==> src/rtl/pipe_wb_regfile.sv <==
// Write-back stage and 32x32 general register file with two combinational
// read ports, same-cycle write-to-read bypass and a retired-write counter.
module pipe_wb_regfile #(
  parameter int CNT_W = 16
) (
  input  logic             clk,
  input  logic             clrn,
  input  logic             wwreg,
  input  logic             wm2reg,
  input  logic [31:0]      wmo,
  input  logic [31:0]      walu,
  input  logic [4:0]       wrn,
  input  logic [4:0]       rna,
  input  logic [4:0]       rnb,
  output logic [31:0]      qa,
  output logic [31:0]      qb,
  output logic [31:0]      wdi,
  output logic [CNT_W-1:0] nwr
);

  logic [31:0]      regs [0:31];
  logic [CNT_W-1:0] cnt_reg;
  logic [CNT_W-1:0] cnt_next;
  logic             commit;
  logic [4:0]       rn [0:1];
  logic [31:0]      q  [0:1];

  assign wdi    = wm2reg ? wmo : walu;
  assign commit = clrn && wwreg && (wrn != 5'd0);

  // Entry 0 stays at its reset value forever; reads of r0 are forced to zero below.
  always_ff @(posedge clk or negedge clrn) begin
    if (!clrn) begin
      for (int i = 0; i < 32; i++) begin
        regs[i] <= '0;
      end
    end else if (commit) begin
      regs[wrn] <= wdi;
    end
  end

  always_comb begin
    cnt_next = cnt_reg;
    if (commit) begin
      cnt_next = cnt_reg + 1'b1;
    end
  end

  always_ff @(posedge clk or negedge clrn) begin
    if (!clrn) begin
      cnt_reg <= '0;
    end else begin
      cnt_reg <= cnt_next;
    end
  end

  assign nwr   = cnt_reg;
  assign rn[0] = rna;
  assign rn[1] = rnb;

  // Both read ports share the same zero / bypass / array priority.
  genvar gi;
  generate
    for (gi = 0; gi < 2; gi++) begin : g_rd
      always_comb begin
        q[gi] = '0;
        if (!clrn || rn[gi] == 5'd0) begin
          q[gi] = '0;
        end else if (commit && rn[gi] == wrn) begin
          q[gi] = wdi;
        end else begin
          q[gi] = regs[rn[gi]];
        end
      end
    end
  endgenerate

  assign qa = q[0];
  assign qb = q[1];

endmodule

==> config.mk <==
export PLATFORM = sky130hd
export DESIGN_NAME = pipe_wb_regfile
export DESIGN_NICKNAME = d
export VERILOG_FILES = /design/src/rtl/pipe_wb_regfile.sv
export SDC_FILE = /design/constraint.sdc
export NUM_CORES = 2
export LEC_CHECK = 0
export CAP_MARGIN = 5
export CELL_PAD_IN_SITES_DETAIL_PLACEMENT = 0
export CELL_PAD_IN_SITES_GLOBAL_PLACEMENT = 1
export CORE_ASPECT_RATIO = 2
export CORE_MARGIN = 1
export CORE_UTILIZATION = 38
export CTS_CLUSTER_SIZE = 8
export DETAILED_ROUTE_END_ITERATION = 16
export HOLD_SLACK_MARGIN = 0.03
export PLACE_DENSITY_LB_ADDON = 0.2
export SYNTH_ARGS = -nofsm -noshare
export SYNTH_HDL_FRONTEND = slang
export SYNTH_SLANG_ARGS = --single-unit
==> constraint.sdc <==
create_clock -name clk -period 2.15 [get_ports clk]
set_input_delay 0.215 -clock clk [delete_from_list [all_inputs] [get_ports clk]]
set_output_delay 0.215 -clock clk [all_outputs]
set_load 0.03 [all_outputs]
==> summary.md <==
| Metric | Value |
|---|---|
| Synth Net Count | `4910` |
| Hold crit path type | `in -> reg` |
| Area grow syn2layout | `32.39%` |
| IO Port Bufs | `a little under 200` |
| Final Hold Vio Count | `0` |
| Met3 Use GR | `under 10%` |
| Busiest grt layer | `met2` |
| Reg2Reg Capture Point | `nwr[14]$_DFFE_PN0P_` |
| CTS tree | `done` |
| FF-to-FF Start | `nwr[0]$_DFFE_PN0P_` |
| Worst-path clk slew | `approximately 0.050 ns` |
| CP cell instances | `mux4_2 -> mux2i_2 -> mux2i_1 -> a21oi_1 -> buf_4 -> o22ai_2 -> buf_12` |
| Crit path largest cell delay | `approximately 0.48 ns` |
| M1 GR Usage | `39.09%` |
| Area share of the largest cell type after synthesis | `about half` |
| Slowest-stage cell, CP | `mux4_2` |
| Mapped Avg Cell Area | `11.18 µm²` |
| DRT antenna net count | `0` |
| Clk sinks | `about 1000` |
| Maxcap violations | `0` |
| Status | `finished, violations left` |
| Syn. warnings | `0` |
| Max VDD drop | `555.2 µV` |
| Synth Cell Area | `approximately 54000 µm²` |
| Global Route Usage Sum | `between 30% and 40%` |
| Layout cells sized above 1 | `32.56%` |
| Worst R2R Path Depth | `6` |
| Final count of negative-setup-slack endpoints | `between 60 and 70` |
| Crit path kind | `reg -> out` |
| Final Max Slew Viols | `0` |
| Total power | `about 63 mW` |
| Failing checks | `setup timing` |
| Slew HR | `between 20% and 30%` |
| H-tree depth | `4` |
| CTS Buf Count | `about 160` |
| Worst slew pin tran | `approximately 1.1 ns` |
| Count of different cell masters after synthesis | `56` |
| Startpoint Class | `register` |
| Register bit total from synthesis | `1040` |
| Total die area | `approximately 140000 µm²` |
| Crit-path leading delay family | `multiplexers` |
| Met2 usage | `about 52%` |
| Worst Skew | `0.02252 ns` |
| Longest Clk Path Bufs | `4` |
| Via count | `approximately 43000` |
| Die width | `about 270 µm` |
| Initial DRC Count | `~3600` |
| CP max FO | `2` |
| Worst hold stages | `5` |
| Initial antenna violation count | `2` |
| LEAKAGE | `a little over 30 nW` |
| Vert. Die Dim | `around 540 µm` |
| Cells taking the most area after synthesis | `dfrtp_1 (48%), mux4_2 (18%), a21oi_1 (7.2%)` |
| Worst EP arrival | `2.58 ns` |
| Worst skew pair latency | `between 0.7 and 0.8 ns` |
| Post-DP HPWL | `154800 µm` |
| Final WS setup | `-0.6494 ns` |
| R2r setup slk | `between 0.5 and 0.6 ns` |
| Area leader, netlist | `dfrtp_1` |
| Core area | `141000 µm²` |
| RSZ-0062 raised after global routing | `true` |
| Vias in the first global route | `roughly 44000` |
| Final #Nets | `~5500` |
| Most common cell after layout, fill and taps aside | `dfrtp_1` |
| Global route overflow | `0` |
| I/O pin count | `195` |
| DR vias/cell | `about 6` |
| Syn Inst Count | `between 4000 and 5000` |
| DR pass1 iterations | `5` |
| Power Dens Cells | `around 890 nW/µm²` |
| Largest net degree at the start of global routing | `roughly 110` |
| Root buf cell | `clkbuf_16` |
| DRC violation count after routing | `0` |
| Hold Crit Start | `wrn[1]` |
| Final Wtd Congestion | `about 0.89` |
| F_max | `about 360 MHz` |
| Final period utilization | `130.2%` |
| Minimum clock period | `roughly 2.8 ns` |
| Seq/Total Area, Yosys | `48.22%` |
| Element type at the critical path end | `primary output` |
| Crit path buffers/inverters | `2` |
| Worst hold margin | `about 0.14 ns` |
| Routed WL | `223400 µm` |
| CP Data Required Time | `between 1.5 and 2 ns` |
| First-pass GRT wire length | `~320000 µm` |
| Number of core rows | `just under 200` |
| Initial core utilization | `38.28%` |
| Routed wire per std cell | `about 30 µm` |
| Filler cells | `~13000` |
| Most frequent cells in the layout | `dfrtp_1 (1040), nor2_1 (776), a21oi_1 (775)` |
| Worst Hold End | `regs[841]$_DFFE_PN0P_` |
[worst reg2reg max path: stages (launching register included)]
cell and delay, ns:
dfrtp_1 0.42, ha_1 0.20, nand2_1 0.08, a2111oi_2 0.35
and3_1 0.24, nand4_1 0.11, xnor2_1 0.14
[worst max path at each step]
stage	startpoint	to	cells past startpoint
after floorplan	wrn[1]	qb[10]	6
after global placement	wrn[2]	qb[9]	10
after detailed placement	wrn[2]	qb[9]	10
after CTS	regs[795]$_DFFE_PN0P_	qa[27]	7
after global routing	regs[769]$_DFFE_PN0P_	qa[1]	7
final	regs[817]$_DFFE_PN0P_	qa[17]	7
[cell families (layout without fill, tap and decap cells)]
| family | after synthesis | count (layout) | synth area share, % |
|---|---|---|---|
| compound gates | 1294 | 1294 | 13.39 |
| xor+xnor | 25 | 25 | 0.4057 |
| fa+ha+maj | 1 | 1 | 0.02318 |
| buf+inv | 559 | 1160 | 5.037 |
| flops | 1040 | 1040 | 48.22 |
| mux | 692 | 692 | 23.51 |
| other cells | 0 | 3 | 0 |
| simple gates | 1215 | 1215 | 9.411 |
[sequential cells by signal, summed over array words and instances, names as in the netlist]
register / cells
regs: 1024
nwr: 16
[per-layer routing]
metal  vias to the layer above  share of wire (%)
li1                      18750                  -
met1                     22180                 38
met2                      1677                 49
met3                       562                5.7
met4                         0                6.9
met5                         -                  0
[repair_timing]
item	CTS	global route
setup buffers	50	18
endpoints found under the hold margin	547	0
pin swaps	94	54
gates resized for setup	263	80
cloned	3	1
hold buffers	3	0
endpoints found under the setup margin	65	609
[report_power, final]
part	total [mW]	switching (mW)	leakage, nW	internal (mW)
Sequential	25.9	2.78	13.4	23.1
Combinational	15.9	7.65	15.3	8.22
Clock	21.7	8.80	1.97	12.9
Total	63.4	19.2	30.6	44.2
[cell type report]
cell class / count / area, µm² / share of cell area, %
multi-input combinational: 3227 / 27670 / 38.72
clock buffer: 158 / 3954 / 5.533
inverter: 35 / 135.1 / 0.1891
antenna: 3 / 7.507 / 0.01051
clock inverter: 4 / 57.56 / 0.08054
timing repair buffer: 963 / 11270 / 15.78
sequential: 1040 / 26030 / 36.42
tap: 1871 / 2341 / 3.276
[synthesized netlist by cell type, drive strengths merged]
cell and number:
inv 35, xnor2 12, a31o 1, nand3 39, and2 3, a21oi 779
o22ai 117, dfrtp 1040, o21ai 231, a41o 7, mux2i 236, mux2 2
nand4 7, a31oi 11, nand3b 12, mux4 454, nor3 3, nor2b 9
nand2b 8, nor4 15, a21boi 1, buf 228, or2 2, or4 22
a221oi 8, dlygate4sd1 4, xor2 13, o41ai 1, and3 4, o221ai 43
a22oi 60, a2111oi 1, a211oi 1, a22o 7, and4 1, o32ai 25
o311ai 1, nor2 788, clkbuf 292, nand2 302, ha 1
[stage by stage]
step                      TNS [ns]  util (%)  cell area, µm²  instances  setup WS (ns)
final                       -32.10     50.67           71460       7301        -0.6494
after global routing        -35.29     50.67           71460       7299        -0.6983
after CTS                   -45.22     50.30           70930       7283        -0.6904
after detailed placement   -232.66     46.20           65160       7083         -1.071
after global placement     -220.21     46.20           65160       7083         -1.077
after floorplan             -5.338         -           54150       4826        -0.2347
(Power assumes the default switching activity.)
